[src/rtl/ahb_mem_slave_if.sv]
// ---------------------------------------------------------------------------
// ahb_mem_slave_if
//
// Purpose:
//   AHB-Lite slave front end for a word-wide synchronous data memory.
//   Accepts word-sized, word-aligned, in-range transfers. Writes complete with
//   zero wait states. Reads insert exactly one wait state while the registered
//   memory produces its output. Misaligned, wrongly sized or out-of-range
//   transfers get the standard two-cycle ERROR response and never touch the
//   memory.
//
// Ports:
//   clk          rising-edge clock, shared with the data memory
//   reset        asynchronous, active-low reset
//   HSEL         slave select from the AHB decoder
//   HADDR        address-phase byte address
//   HTRANS       transfer type (IDLE/BUSY/NONSEQ/SEQ)
//   HWRITE       address-phase direction, 1 = write
//   HSIZE        address-phase transfer size, only word (3'b010) is legal
//   HWDATA       write data, valid in the data phase
//   HREADY       bus-level ready qualifying the address phase
//   HRDATA       read data returned to the bus
//   HREADYOUT    slave ready
//   HRESP        0 = OKAY, 1 = ERROR
//   mem_write    memory write strobe
//   mem_read     memory read strobe
//   HSEL2        memory select
//   address_ram  memory byte address
//   write_data   memory write word
//   read_data    memory read word, valid the cycle after a mem_read cycle
// ---------------------------------------------------------------------------
module ahb_mem_slave_if #(
   parameter int MEM_BYTES = 1024,
   parameter int ADDR_W    = 32
) (
   input  logic              clk,
   input  logic              reset,
   input  logic              HSEL,
   input  logic [ADDR_W-1:0] HADDR,
   input  logic [1:0]        HTRANS,
   input  logic              HWRITE,
   input  logic [2:0]        HSIZE,
   input  logic [31:0]       HWDATA,
   input  logic              HREADY,
   output logic [31:0]       HRDATA,
   output logic              HREADYOUT,
   output logic              HRESP,
   output logic              mem_write,
   output logic              mem_read,
   output logic              HSEL2,
   output logic [ADDR_W-1:0] address_ram,
   output logic [31:0]       write_data,
   input  logic [31:0]       read_data
);

   localparam logic [ADDR_W-1:0] MEM_LIMIT = ADDR_W'(MEM_BYTES);

   typedef enum logic [2:0] {
      ST_IDLE,
      ST_WRITE,
      ST_RD_WAIT,
      ST_RD_DATA,
      ST_ERR1,
      ST_ERR2
   } state_t;

   state_t            state_q, state_d;
   logic [ADDR_W-1:0] addr_q, addr_d;
   logic              write_q, write_d;
   logic [2:0]        size_q, size_d;

   logic              can_accept;
   logic              accept;
   logic              legal_in;
   logic              xfer_ok_q;

   // Address phases are only taken in states where this slave is driving
   // HREADYOUT high; NONSEQ and SEQ both start a real transfer.
   always_comb begin
      can_accept = (state_q == ST_IDLE)    || (state_q == ST_WRITE) ||
                   (state_q == ST_RD_DATA) || (state_q == ST_ERR2);
      accept     = HSEL && HREADY && can_accept &&
                   ((HTRANS == 2'b10) || (HTRANS == 2'b11));
      legal_in   = (HSIZE == 3'b010) && (HADDR[1:0] == 2'b00) &&
                   (HADDR < MEM_LIMIT);
      // The registered fields are rechecked so a strobe can never fire for a
      // transfer that was not legal when captured.
      xfer_ok_q  = (size_q == 3'b010) && (addr_q[1:0] == 2'b00) &&
                   (addr_q < MEM_LIMIT);
   end

   // Next-state logic: wait and first-error cycles advance unconditionally,
   // every other state either starts the next accepted transfer or idles.
   always_comb begin
      state_d = state_q;
      addr_d  = addr_q;
      write_d = write_q;
      size_d  = size_q;
      case (state_q)
         ST_RD_WAIT: state_d = ST_RD_DATA;
         ST_ERR1:    state_d = ST_ERR2;
         default: begin
            if (accept) begin
               addr_d  = HADDR;
               write_d = HWRITE;
               size_d  = HSIZE;
               if (!legal_in) begin
                  state_d = ST_ERR1;
               end else if (HWRITE) begin
                  state_d = ST_WRITE;
               end else begin
                  state_d = ST_RD_WAIT;
               end
            end else begin
               state_d = ST_IDLE;
            end
         end
      endcase
   end

   // State and captured address-phase fields; reset drops any transfer in
   // flight so no memory access can follow it.
   always_ff @(posedge clk or negedge reset) begin
      if (!reset) begin
         state_q <= ST_IDLE;
         addr_q  <= '0;
         write_q <= 1'b0;
         size_q  <= 3'b000;
      end else begin
         state_q <= state_d;
         addr_q  <= addr_d;
         write_q <= write_d;
         size_q  <= size_d;
      end
   end

   // Outputs decode purely from the current state, so asserting reset
   // forces the idle values immediately without waiting for a clock edge.
   always_comb begin
      HRDATA      = 32'h0;
      HREADYOUT   = 1'b1;
      HRESP       = 1'b0;
      mem_write   = 1'b0;
      mem_read    = 1'b0;
      HSEL2       = 1'b0;
      address_ram = '0;
      write_data  = 32'h0;
      case (state_q)
         ST_WRITE: begin
            HSEL2       = 1'b1;
            mem_write   = write_q && xfer_ok_q;
            address_ram = addr_q;
            write_data  = HWDATA;
         end
         ST_RD_WAIT: begin
            HSEL2       = 1'b1;
            mem_read    = !write_q && xfer_ok_q;
            address_ram = addr_q;
            HREADYOUT   = 1'b0;
         end
         ST_RD_DATA: begin
            HRDATA = read_data;
         end
         ST_ERR1: begin
            HRESP     = 1'b1;
            HREADYOUT = 1'b0;
         end
         ST_ERR2: begin
            HRESP = 1'b1;
         end
         default: begin
            HREADYOUT = 1'b1;
         end
      endcase
   end

endmodule
[config.mk]
export PLATFORM = sky130hd
export DESIGN_NAME = ahb_mem_slave_if
export DESIGN_NICKNAME = d
export VERILOG_FILES = /design/src/rtl/ahb_mem_slave_if.sv
export SDC_FILE = /design/constraint.sdc
export NUM_CORES = 1
export LEC_CHECK = 0
export CORE_ASPECT_RATIO = 1.2
export CORE_MARGIN = 2
export CORE_UTILIZATION = 29
export DETAILED_ROUTE_END_ITERATION = 12
export MAX_ROUTING_LAYER = met4
export PLACE_DENSITY = 0.8
export SYNTH_ARGS = -nofsm -noshare
export SYNTH_HDL_FRONTEND = slang
export SYNTH_SLANG_ARGS = --single-unit
[constraint.sdc]
create_clock -name clk -period 1.7 [get_ports clk]
set_clock_uncertainty 0.15 [all_clocks]
set_input_delay 0.255 -clock clk [delete_from_list [all_inputs] [get_ports clk]]
set_output_delay 0.255 -clock clk [all_outputs]
set_load 0.005 [all_outputs]
==> run metrics, run 1 <==
fin crit period approximately 2.3 ns; drt wl/cell 19.0 um; DRC Markers 0; hold_sp addr_q[2]$_DFFE_PN0P_; Post-Syn Area 0.00238 mm2; YS warnings 0; hold crit path type flip-flop to flip-flop; Port Buffers 205; CP startpoint kind flip-flop; DP HPWL 6970 um; r2r worst-path depth 10; leakage around 3.0 nW; Synth area leaders dfrtp_1 (41%), mux2_2 (14%), and3_1 (8.7%); CTS clk-pin slew, worst paths 0.07 ns; Rows 36; Chip Height 103 um; status complete, but fails checks; Sequential Area a little under 0.001 mm2; RSZ-0062 raised after global routing yes; post-synthesis register bit count 39; Achievable Freq 438 MHz; # IOs 207; drt total wl 12000 um; Clk Tree Root Cell clkbuf_8; Worst EP required 1.29 ns; CTS tree done; Syn Area/Cell 10.4 um2; nets 643; Mapped Cells 230; Synth top area share between 40 and 50%; initial core utilization 29.6%; crit path from state_q[2]$_DFF_PN0_; GRT Overall Usage 21.8%; DIE AREA 0.00896 mm2; Period Utilization, post-route 134%; Final setup viols 140; core area around 0.0081 mm2; Syn Nets 336; DR pass1 iterations 4; Area growth, synth to finish 150%; via count 3045; Overflow after GRT 0; worst-skew pair later-pin latency around 0.29 ns; Reg2Reg Launch Point state_q[2]$_DFF_PN0_; Placed Cells 567; max-slew violations 0; PD cells 1170 mW/mm2; number of flops mapped to enable cells by yosys 0; Die Width 86.8 um; Max-Cap Viols 0; Initial DRC Count a little over 70; critical path endpoint category output port; detail-routed via count per cell around 4.8; arrival time worst endpoint 1.88 ns; Max FO, Critical Path 3; Async SR Flop Fraction 100%; total CTS buffers 5; Synth area leader dfrtp_1; post-synthesis sequential area ratio 40.9%; worst rel slew slack 66.6%; Antenna diodes 0; vias in the first global route 2898; Routed Antenna Nets 0; clk sink count 39; post-synth cell types 29; H-tree level count 2; clk buf depth 2; ratio of cells with drive above 1 in the final layout about three fifths; pin count of the biggest net entering global routing 40; antenna violations before repair 0; Layout Cells excl Fill roughly 630; Final GP Congestion 0.829; worst hold slack 0.354 ns; critical setup path kind flip-flop to output port; slack of the critical path -0.584 ns; worst slew pin tran 0.501 ns; WHS Path Cells 1; Max IR drop VDD 690 uV; main flop type after synthesis dfrtp_1; Fin. Hold Viols 0; # fillers 529; failing checks negative setup slack; footprint of the multi-input gates 0.00168 mm2; first-pass GRT wire length between 10000 and 15000 um
## cells in the mapped netlist (2+ instances only)
| cell type | instances |
|---|---|
| a21o_1 | 2 |
| and2_1 | 32 |
| and2b_1 | 18 |
| and3_1 | 33 |
| buf_4 | 3 |
| buf_6 | 2 |
| clkbuf_1 | 11 |
| dfrtp_1 | 39 |
| inv_1 | 4 |
| mux2_2 | 29 |
| mux2_4 | 6 |
| nand2_1 | 2 |
| nand3_1 | 2 |
| nand4_1 | 2 |
| nor2_1 | 6 |
| nor2b_1 | 14 |
| nor3_1 | 3 |
| nor4_1 | 10 |
| nor4b_1 | 2 |
## cell usage in the layout, fill, tap and decap left out, types with 3 or more instances in the layout
cell / instances
buf_8: 7
clkbuf_8: 7
buf_12: 9
clkdlybuf4s50_1: 103
mux2_2: 14
nor4_2: 4
nor2_4: 4
clkbuf_16: 3
and2b_1: 18
buf_6: 79
and2_4: 28
and2_1: 4
dfrtp_1: 38
mux2_4: 21
clkbuf_2: 12
and3_1: 14
and3_4: 19
nor2b_1: 7
buf_2: 42
nor2b_4: 7
nor4_1: 6
buf_4: 58
## critical path, cell delays in order, from the launching register on
cell     delay [ns]
dfrtp_1        0.43
buf_6          0.14
nor3_4         0.19
buf_4          0.16
buf_4          0.09
buf_4          0.09
buf_4          0.09
buf_4          0.10
and3_1         0.16
buf_2          0.14
## flip-flops by register name (all words and copies together), names as in the netlist
| register | cells |
|---|---|
| addr_q | 32 |
| size_q | 3 |
| state_q | 3 |
| write_q | 1 |
## layer usage
metal | vias to the layer above | wire length, um | track usage [%] | part of all wire (%)
met3 | 27 | 789 | 4.37 | 6.6
met5 | - | 0 | - | 0
met2 | 129 | 6450 | 39.6 | 54
met1 | 1483 | 4520 | 24.2 | 38
li1 | 1406 | - | - | -
met4 | 0 | 245 | 6.01 | 2.0
## final cells by class
class	count	share of cell area [%]
repair buffers	317	51.4
multi-input cells	170	28.2
flip-flops and latches	39	16.4
well taps	95	2.00
clock buffers	7	1.62
inverters	4	0.252
clock inverters	1	0.126
## timing repair
| action | in CTS | in global routing |
|---|---|---|
| hold endpoints to repair | 39 | 0 |
| cloned | 5 | 4 |
| pin swaps | 10 | 42 |
| gates resized for setup | 365 | 221 |
| endpoints found under the setup margin | 140 | 140 |
| hold buffers | 1 | 0 |
| buffers inserted | 36 | 16 |
## path summary, 6_finish.rpt
check / to / slack [ns]
setup reg to reg: addr_q[8]$_DFFE_PN0P_ / -0.53
min in group asynchronous: addr_q[25]$_DFFE_PN0P_ / 0.41
setup / recovery: mem_write / -0.58
hold / removal: addr_q[2]$_DFFE_PN0P_ / 0.35
max in group asynchronous: state_q[1]$_DFF_PN0_ / 0.62
hold reg to reg: addr_q[2]$_DFFE_PN0P_ / 0.35
## power breakdown
| group | internal [mW] | switching, mW |
|---|---|---|
| Sequential | 1.35 | 0.300 |
| Clock | 0.369 | 0.322 |
| Combinational | 3.01 | 1.61 |
| Total | 4.73 | 2.23 |
## cell families (layout without fill, tap and decap cells)
group	count (synthesis)	after routing	share of synthesized area (%)
AND/OR/NAND/NOR	129	129	34.1
flip-flops	39	39	40.9
multiplexers	35	35	17.5
buffers and inverters	21	329	4.46
AO/OA/AOI/OAI	6	6	2.99
## through the flow
| step | power [mW] | area [um2] | TNS (ns) | setup slack (ns) | utilization, % |
|---|---|---|---|---|---|
| 6_report | 6.95 | 5960 | -60.62 | -0.584 | 73.9 |
| 5_1_grt | 7.32 | 5960 | -69.10 | -0.606 | 73.9 |
| 4_1_cts | 6.10 | 5330 | -47.41 | -0.526 | 66.1 |
| 3_5_place_dp | 4.66 | 4890 | -40.95 | -0.517 | 60.7 |
| 3_3_place_gp | 4.59 | 4890 | -37.03 | -0.495 | 60.7 |
| 2_1_floorplan | 2.75 | 2390 | -0.0182 | -0.00114 | - |
Power figures use the tool's default switching activity.
==> inputs of run 2 (changes only) <==
--- a/config.mk
+++ b/config.mk
@@ -7,10 +7,10 @@
 export LEC_CHECK = 0
 export CORE_ASPECT_RATIO = 1.2
 export CORE_MARGIN = 2
-export CORE_UTILIZATION = 29
+export CORE_UTILIZATION = 35
 export DETAILED_ROUTE_END_ITERATION = 12
 export MAX_ROUTING_LAYER = met4
-export PLACE_DENSITY = 0.8
+export PLACE_DENSITY = 0.9
 export SYNTH_ARGS = -nofsm -noshare
 export SYNTH_HDL_FRONTEND = slang
 export SYNTH_SLANG_ARGS = --single-unit
==> constraint.sdc (replaced) <==
create_clock -name clk -period 2.97 [get_ports clk]
set_clock_uncertainty 0.15 [all_clocks]
set_input_delay 0.4455 -clock clk [delete_from_list [all_inputs] [get_ports clk]]
set_output_delay 0.4455 -clock clk [all_outputs]
set_load 0.005 [all_outputs]
==> run 2 against run 1 <==
- the flow now finishes without violations
- clock-buffer cell count shrank 1
- critical path type unchanged
- largest cell class unchanged
- largest power group unchanged
- sequential share of layout area is 4.6 points higher
- critical endpoint is now address_ram[12]
- via count fell by 18%
- combinational power shrank 69%
- core utilization down 2.8 points
- sequential cell count did not move
- die area down 16%
==> run metrics, run 2 (synthesized netlist as in run 1, its figures left out) <==
drt wl/cell 17.2 um; Achievable Freq 358 MHz; Max IR drop VDD around 460 uV; commonest non-fill, non-tap cell in the layout clkdlybuf4s50_1; Fin. Hold Viols 0; Die Width between 70 and 80 um; Largest Register addr_q; via count ~2500; H-tree level count 2; worst slew pin tran 0.842 ns; hold crit path type input pin to asynchronous set/reset pin; critical setup path kind flip-flop to output port; most frequent cells in the layout clkdlybuf4s50_1 (204), dfrtp_1 (39), and3_1 (33); WP buf/inv 2; DIE AREA between 0.007 and 0.008 mm2; Port Buffers 205; total CTS buffers 5; max-slew violations 0; GRT Overall Usage 23.9%; Initial DRC Count 67; arrival time worst endpoint around 2.2 ns; max reg flops 32; Regs by FF count addr_q x32, size_q x3, state_q x3; CP startpoint kind flip-flop; Overflow after GRT 0; Clk Tree Root Cell clkbuf_8; fin crit period ~2.8 ns; critical path endpoint category output port; overall power about 2.9 mW; PD cells roughly 610 mW/mm2; detail-routed via count per cell 4.83; # fillers 469; DRC Markers 0; footprint of the multi-input gates 0.00131 mm2; nets approximately 540; Worst path max stage delay 0.51 ns; pin count of the biggest net entering global routing 40; Final setup viols 0; DR pass1 iterations 4; antenna violations before repair 0; Worst EP required between 2 and 2.5 ns; Routed Antenna Nets 0; CTS clk-pin slew, worst paths approximately 0.08 ns; clk buf depth 2; drt total wl 8890 um; worst hold slack 0.103 ns; first-pass GRT wire length 13600 um; Max FO, Critical Path 13; Period Utilization, post-route 94.2%; Max-Cap Viols 0; CTS tree done; Hold-fix buffers, CTS 0; slowest CP cell clkdlybuf4s50_1; crit-path cells nand2b_1, nor2_2, nor2_4, buf_4, and2b_1, clkdlybuf4s50_1; leakage about 2.0 nW; r2r worst-path depth 5; Antenna diodes 0; total negative slack 0 ns; ratio of cells with drive above 1 in the final layout between 10 and 15%; worst rel slew slack 43.9%; vias in the first global route 2533; DP HPWL 7110 um; Rows 32; Final GP Congestion 0.828; Area growth, synth to finish 94.8%; Sequential Area 976 um2; family with the most delay on the worst path simple AND/OR/NAND/NOR gates; initial core utilization around 37%; worst-skew pair later-pin latency 0.29 ns; core area 0.00653 mm2; status finished, final reports clean; clk sink count 39; Chip Height 94.4 um; RSZ-0062 raised after global routing no; CP Depth 6; # IOs 207
-- run 2: final timing paths --
| check | from | to | slack, ns |
|---|---|---|---|
| hold reg to reg | addr_q[6]$_DFFE_PN0P_ | addr_q[6]$_DFFE_PN0P_ | 0.36 |
| hold / removal | reset | size_q[1]$_DFFE_PN0P_ | 0.10 |
| setup / recovery | state_q[2]$_DFF_PN0_ | address_ram[12] | 0.17 |
| max in group asynchronous | reset | addr_q[6]$_DFFE_PN0P_ | 2.03 |
| min in group clk | addr_q[6]$_DFFE_PN0P_ | addr_q[6]$_DFFE_PN0P_ | 0.36 |
| setup reg to reg | state_q[1]$_DFF_PN0_ | addr_q[10]$_DFFE_PN0P_ | 0.71 |
-- run 2: worst register-to-register path: cells and delay by family, from the launching register on --
family,cells,cell delay [ns]
flip-flops,1,0.46
AND/OR/NAND/NOR,1,0.34
AO/OA/AOI/OAI,1,0.30
multiplexers,1,0.31
buffers and inverters,2,0.59
-- run 2: metal layers --
layer / GRT usage, % / vias up / wire, um
met4: 7.61 / 0 / 226
met5: - / - / 0
met1: 26.3 / 1168 / 3260
li1: - / 1192 / -
met2: 41.7 / 125 / 4610
met3: 6.69 / 16 / 791
-- run 2: area by class of cell --
class                      instances  share of cell area (%)
timing repair buffer             212                    45.5
multi-input combinational        170                    28.2
sequential                        39                    21.0
tap                               85                    2.29
clock buffer                       6                    1.78
clock inverter                     2                   0.836
inverter                           4                   0.323
-- run 2: where the power goes --
part | total (mW) | switching (mW) | internal [mW]
Sequential | 0.956 | 0.183 | 0.773
Combinational | 1.42 | 0.501 | 0.922
Clock | 0.472 | 0.196 | 0.276
Total | 2.85 | 0.881 | 1.97
-- run 2: timing repair --
item                                    in CTS  in global routing
gates resized for setup                      0                  2
endpoints found under the setup margin       0                 24
buffers inserted                             0                  0
-- run 2: stage by stage --
step | cell area (um2) | std cells | utilization [%] | setup WS [ns]
6_report | 4640 | 518 | 71.1 | 0.174
5_1_grt | 4640 | 518 | 71.1 | 0.00176
4_1_cts | 4630 | 518 | 71.0 | 0.0102
3_5_place_dp | 4510 | 510 | 69.2 | 0.329
3_3_place_gp | 4510 | 510 | 69.2 | 0.393
2_1_floorplan | 2380 | 230 | - | 1.08
